==> src/rtl/ceu_div_sequencer.sv <==
// Issues one job of NUM_ELEM double-precision divisions sharing a denominator to the divider
// and gathers the in-order quotients, with zero-divisor flagging and a result watchdog.
module ceu_div_sequencer #(
  parameter int DBL_WIDTH   = 64,
  parameter int NUM_ELEM    = 3,
  parameter int TIMEOUT_CYC = 64
) (
  input  logic                          clk,
  input  logic                          rst_n,
  input  logic                          start,
  input  logic [NUM_ELEM*DBL_WIDTH-1:0] numerators,
  input  logic [DBL_WIDTH-1:0]          denominator,
  output logic                          busy,
  output logic                          done,
  output logic [NUM_ELEM*DBL_WIDTH-1:0] quotients,
  output logic                          div_by_zero,
  output logic                          timeout_err,
  output logic                          div_valid,
  output logic [DBL_WIDTH-1:0]          div_numerator,
  output logic [DBL_WIDTH-1:0]          div_denominator,
  input  logic                          div_finish,
  input  logic [DBL_WIDTH-1:0]          div_quotient
);

  localparam int IDX_W = $clog2(NUM_ELEM + 1);
  localparam int WD_W  = $clog2(TIMEOUT_CYC + 1);
  localparam int VEC_W = NUM_ELEM * DBL_WIDTH;

  typedef enum logic [1:0] {
    S_IDLE  = 2'd0,
    S_ISSUE = 2'd1,
    S_DRAIN = 2'd2,
    S_DONE  = 2'd3
  } state_e;

  state_e               state_q, state_d;
  logic [IDX_W-1:0]     issue_idx_q, issue_idx_d;
  logic [IDX_W-1:0]     rx_idx_q, rx_idx_d;
  logic [WD_W-1:0]      wd_q, wd_d;
  logic [VEC_W-1:0]     num_q, num_d;
  logic [VEC_W-1:0]     quot_q, quot_d;
  logic [DBL_WIDTH-1:0] den_q, den_d;
  logic                 dbz_q, dbz_d;
  logic                 tmo_q, tmo_d;
  logic                 dv_q, dv_d;
  logic [DBL_WIDTH-1:0] dnum_q, dnum_d;
  logic [DBL_WIDTH-1:0] dden_q, dden_d;
  logic                 active;
  logic                 capture;
  logic                 wd_run;
  logic                 wd_expire;

  always_comb begin
    state_d     = state_q;
    issue_idx_d = issue_idx_q;
    rx_idx_d    = rx_idx_q;
    wd_d        = wd_q;
    num_d       = num_q;
    den_d       = den_q;
    quot_d      = quot_q;
    dbz_d       = dbz_q;
    tmo_d       = tmo_q;
    dv_d        = 1'b0;
    dnum_d      = '0;
    dden_d      = '0;

    active    = (state_q == S_ISSUE) || (state_q == S_DRAIN);
    capture   = active && div_finish && (rx_idx_q < IDX_W'(NUM_ELEM));
    // The watchdog only runs while at least one issued division is still unanswered.
    wd_run    = active && !div_finish && (issue_idx_q > rx_idx_q);
    wd_expire = wd_run && (wd_q == WD_W'(TIMEOUT_CYC - 1));

    if (active && div_finish) begin
      wd_d = '0;
    end else if (wd_run) begin
      wd_d = wd_q + WD_W'(1);
    end

    if (capture) begin
      rx_idx_d = rx_idx_q + IDX_W'(1);
      for (int i = 0; i < NUM_ELEM; i++) begin
        if (rx_idx_q == IDX_W'(i)) begin
          quot_d[i*DBL_WIDTH +: DBL_WIDTH] = div_quotient;
        end
      end
    end

    case (state_q)
      S_IDLE: begin
        if (start) begin
          state_d     = S_ISSUE;
          num_d       = numerators;
          den_d       = denominator;
          issue_idx_d = '0;
          rx_idx_d    = '0;
          wd_d        = '0;
          tmo_d       = 1'b0;
          dbz_d       = (denominator[DBL_WIDTH-2:0] == '0);
        end
      end
      S_ISSUE: begin
        issue_idx_d = issue_idx_q + IDX_W'(1);
        if (wd_expire) begin
          state_d = S_IDLE;
          tmo_d   = 1'b1;
        end else if (rx_idx_d == IDX_W'(NUM_ELEM)) begin
          state_d = S_DONE;
        end else if (issue_idx_q == IDX_W'(NUM_ELEM - 1)) begin
          state_d = S_DRAIN;
        end
      end
      S_DRAIN: begin
        if (wd_expire) begin
          state_d = S_IDLE;
          tmo_d   = 1'b1;
        end else if (rx_idx_d == IDX_W'(NUM_ELEM)) begin
          state_d = S_DONE;
        end
      end
      S_DONE: begin
        state_d = S_IDLE;
      end
      default: begin
        state_d = S_IDLE;
      end
    endcase

    // Divider operands are registered, so they are built from next-state values.
    if (state_d == S_ISSUE) begin
      dv_d   = 1'b1;
      dden_d = den_d;
      for (int i = 0; i < NUM_ELEM; i++) begin
        if (issue_idx_d == IDX_W'(i)) begin
          dnum_d = num_d[i*DBL_WIDTH +: DBL_WIDTH];
        end
      end
    end
  end

  always_ff @(posedge clk or negedge rst_n) begin
    if (!rst_n) begin
      state_q     <= S_IDLE;
      issue_idx_q <= '0;
      rx_idx_q    <= '0;
      wd_q        <= '0;
      num_q       <= '0;
      den_q       <= '0;
      quot_q      <= '0;
      dbz_q       <= 1'b0;
      tmo_q       <= 1'b0;
      dv_q        <= 1'b0;
      dnum_q      <= '0;
      dden_q      <= '0;
    end else begin
      state_q     <= state_d;
      issue_idx_q <= issue_idx_d;
      rx_idx_q    <= rx_idx_d;
      wd_q        <= wd_d;
      num_q       <= num_d;
      den_q       <= den_d;
      quot_q      <= quot_d;
      dbz_q       <= dbz_d;
      tmo_q       <= tmo_d;
      dv_q        <= dv_d;
      dnum_q      <= dnum_d;
      dden_q      <= dden_d;
    end
  end

  assign busy            = (state_q != S_IDLE);
  assign done            = (state_q == S_DONE);
  assign quotients       = quot_q;
  assign div_by_zero     = dbz_q;
  assign timeout_err     = tmo_q;
  assign div_valid       = dv_q;
  assign div_numerator   = dnum_q;
  assign div_denominator = dden_q;

endmodule

==> config.mk <==
export PLATFORM = sky130hd
export DESIGN_NAME = ceu_div_sequencer
export DESIGN_NICKNAME = d
export VERILOG_FILES = /design/src/rtl/ceu_div_sequencer.sv
export SDC_FILE = /design/constraint.sdc
export NUM_CORES = 1
export LEC_CHECK = 0
export BUFFER_PORTS_ARGS = -buffer_cell sky130_fd_sc_hd__buf_2
export CORE_MARGIN = 2
export CORE_UTILIZATION = 26
export CTS_CLUSTER_SIZE = 24
export DETAILED_ROUTE_END_ITERATION = 7
export GPL_TIMING_DRIVEN = 0
export PLACE_DENSITY_LB_ADDON = 0.25
export SKIP_LAST_GASP = 1
export SYNTH_ARGS = -nofsm -noshare
export SYNTH_HDL_FRONTEND = slang
export SYNTH_SLANG_ARGS = --single-unit
==> constraint.sdc <==
create_clock -name clk -period 2.5 [get_ports clk]
set_clock_uncertainty 0.1 [all_clocks]
set_input_delay 0.25 -clock clk [delete_from_list [all_inputs] [get_ports clk]]
set_output_delay 0.25 -clock clk [all_outputs]
set_load 0.01 [all_outputs]
==> impl_results.md <==
* Number of flops mapped to enable cells by yosys at 0
* Overflow left after global routing at 0
* Total track usage at 19.5%
* Sw frac at 38.9%
* RSZ-0062 raised after global routing: true
* Area Growth Syn to Fin at 46.6%
* Max-slew headroom at 54.6%
* Iter 0 DRT Violations at 1249
* Cell chain of the critical path: inv_2, ha_4, and3b_1, buf_6, nand2_4, o211ai_1, buf_4, o41ai_4, buf_6, buf_12, buf_12, o31a_1
* Core Rows at 111
* Max Slew Vio Count at 0
* Layout cells sized above 1 at 32.0%
* Post-Synth XOR/XNOR Area at 0.253%
* Largest net degree at the start of global routing at 116
* Clock share of power at 23.1%
* Drt pass-1 iters at 6
* Reg-to-reg slack, setup at -0.02 ns
* Cell Pwr Density at 1310 nW/um^2
* Fin. Hold Viols at 0
* Drt drc at 0
* DP Area at 29200 um^2
* Synthesized area per cell at 10.1 um^2
* FF-to-FF path depth at 12
* WS Path Type: flip-flop to flip-flop
* Final setup violation count at 1
* Seq/Total Area, Yosys at 61.2%
* Final Cycle Share at 101%
* Mean routed wirelength per cell at 19.8 um
* Worst Max-Slew Pin Slew at 0.681 ns
* Maxcap violations at 0
* Clock slew at reported path FFs at 0.06 ns
* Final instance area at 35500 um^2
* Detail Route Antenna Nets at 0
* Vias/cell at 4.38
* Post-synthesis adder-cell area fraction at 0.620%
* Psw at 18.1 mW
* Synth unique cells at 39
* Clock Tree Root: clkbuf_16
* Complex-gate fraction of the synthesized area at 6.83%
* Syn_nets at 2726
* Vias in the first global route at 21.6k
* Max Fclk at 397 MHz
* Worst path buffer plus inverter count at 6
* Post-synthesis mux area share at 9.01%
* Synthesis-stage register bit count at 592
* RR Startpoint: state_q[1]
* Leakage power at 18.0 nW
* CP endpoint kind: flip-flop
* Top FF cell, synth: dfrtp_1
* Finished Core Util at 38.6%
* Gate Count Post-Synth at 2390
* Failing checks: negative setup slack
* Number of H-tree levels at 3
* Global-route wire length before repair at 138 mm
* Int Pwr at 28.5 mW
* Via count at 20.9k
* Final HPWL DP at 68.4 mm
* Initial antenna violation count at 29
* Peak supply drop at 0.626 mV
* Synth top area share at 61.2%
* Initial Util at 26.3%
* Post-Syn Area at 24200 um^2
* Post-synth top area cell: dfrtp_1
* Die Height at 309 um
* Fin nets at 3798
* Largest stage delay, worst path at 0.41 ns
* Area contributors post-synth: dfrtp_1 61%, nand2_1 16%, mux2_2 8.9%
* CTS Sinks at 592
* Required time worst endpoint at 2.93 ns
* Kind of cell adding the most delay to the critical path: buffers and inverters
* Worst path arrival time at 2.95 ns
* CTS tree: yes
* Final WL at 94.6 mm
* Core area at 91900 um^2
* Reg2Reg Capture Point: div_numerator[13]
* Min Clock Period, post-route at 2.52 ns
* Async set-reset flop share out of synthesis at 100%
* Final worst slack at -0.0188 ns
* CP max stage cell: dfrtp_2
* Startpoint types: flip-flop
* Die area at 95600 um^2
* Skew-Pair Late Insertion Delay at 0.63 ns
* Total CTS buffers at 72
* Combinational share of power at 43.6%
* CTS Buffer Depth at 3
* Status: finished, violations left
* Io pins at 649
* Reg power frac at 33.3%
* Crit Path Max Fanout at 6
* YS warnings at 0
* Buffers on Ports at 648
* Post-synthesis simple-gate area fraction at 19.2%
* Largest family of logic cells by synthesized area: simple AND/OR/NAND/NOR gates
* Die W at 309 um
* Class of the worst hold path: input pin to asynchronous set/reset pin
* Routability Congestion at 0.818
registers in the layout, summed over array words and instances, names as in the netlist:
register         count
timeout_err          1
rx_idx_q             2
wd_q                 7
state_q              2
div_by_zero          1
div_numerator       64
num_q              192
quotients          192
div_denominator     64
issue_idx_q          2
div_valid            1
den_q               64
power by group through the flow:
| stage | sequential (mW) | combinational (mW) | clock, mW |
|---|---|---|---|
| floorplan | 16.5 | 9.82 | 0 |
| global placement | 15.6 | 18.6 | 0 |
| detailed placement | 15.7 | 18.8 | 0 |
| CTS | 15.5 | 20.4 | 11.1 |
| global route | 16.0 | 22.4 | 11.5 |
| finish | 15.5 | 20.3 | 10.8 |
worst max-delay path by stage:
stage	startpoint	to	slack [ns]	cells past startpoint
floorplan	state_q[1]	div_numerator[44]	0.20	10
global placement	rst_n	quotients[124]	-12.25	1
detailed placement	state_q[1]	num_q[63]	-1.73	9
CTS	issue_idx_q[1]	div_numerator[13]	-0.06	10
global route	state_q[1]	div_numerator[13]	-0.08	12
finish	state_q[1]	div_numerator[13]	-0.02	12
timing repair:
action                                 CTS  global route
setup buffers                           16             8
pin swaps                                8             9
endpoints found under the hold margin  659             0
hold buffers                           323             0
resized for setup                      125            51
setup endpoints to repair              525           148
cloned                                   1             0
through the flow:
step,power (mW),TNS (ns),cells,hold WS [ns],setup WS [ns]
after floorplan,26.3,0,2390,-0.146,0.203
after global placement,34.2,-7557.27,4281,0.347,-12.25
after detailed placement,34.4,-351.93,4286,0.190,-1.73
after CTS,47.1,-0.613,4753,0.0817,-0.0646
after global routing,49.9,-1.79,4775,0.125,-0.0772
final,46.6,-0.0188,4776,0.0950,-0.0188
cell usage after synthesis, drive strengths merged, types with 2 or more instances:
| cell | count |
|---|---|
| nand2 | 1039 |
| dfrtp | 592 |
| a21oi | 197 |
| mux2 | 192 |
| buf | 87 |
| and2 | 67 |
| o31a | 64 |
| clkbuf | 54 |
| nor2 | 16 |
| nor4 | 16 |
| ha | 12 |
| inv | 9 |
| nand4 | 7 |
| nor2b | 6 |
| xor2 | 5 |
| nor3 | 4 |
| o21ai | 3 |
| mux2i | 2 |
| nand3 | 2 |
| xnor2 | 2 |
area by class of cell:
type / instances / area [um^2]
fillers: 9347 / 56400
multi-input cells: 1648 / 8790
inverters: 9 / 33.8
well taps: 1243 / 1560
plain buffers: 139 / 977
flip-flops and latches: 592 / 14800
repair buffers: 1000 / 6840
diodes: 17 / 42.5
clock buffers: 103 / 2130
clock inverters: 25 / 312
layout by cell type, fill, tap and decap left out, types with 14 or more instances in the layout:
cell           instances
dlygate4sd3_1        323
clkbuf_2              20
nor4_1                15
a21oi_1              194
buf_2                688
clkbuf_1              27
buf_4                 34
nor2_1                14
buf_6                 16
and2_1                66
clkbuf_4              14
clkbuf_8              19
nand2_1             1034
mux2_2               192
clkbuf_16             73
o31a_1                64
dfrtp_1              589
diode_2               17
layer usage:
metal / vias up / track usage, % / share of wire [%]
li1: 9968 / - / -
met2: 622 / 33.3 / 48
met4: 24 / 6.01 / 2.4
met5: - / 0 / 0.16
met3: 144 / 5.66 / 7.2
met1: 10100 / 23.6 / 42
cell families (layout without fill, tap and decap cells):
group / Yosys count / count (layout)
simple gates: 1163 / 1163
other cells: 0 / 17
fa+ha+maj: 12 / 12
compound gates: 272 / 272
mux: 194 / 194
xor+xnor: 7 / 7
buf+inv: 150 / 1276
flops: 592 / 592
No activity file was read; power rests on OpenSTA's default activity.
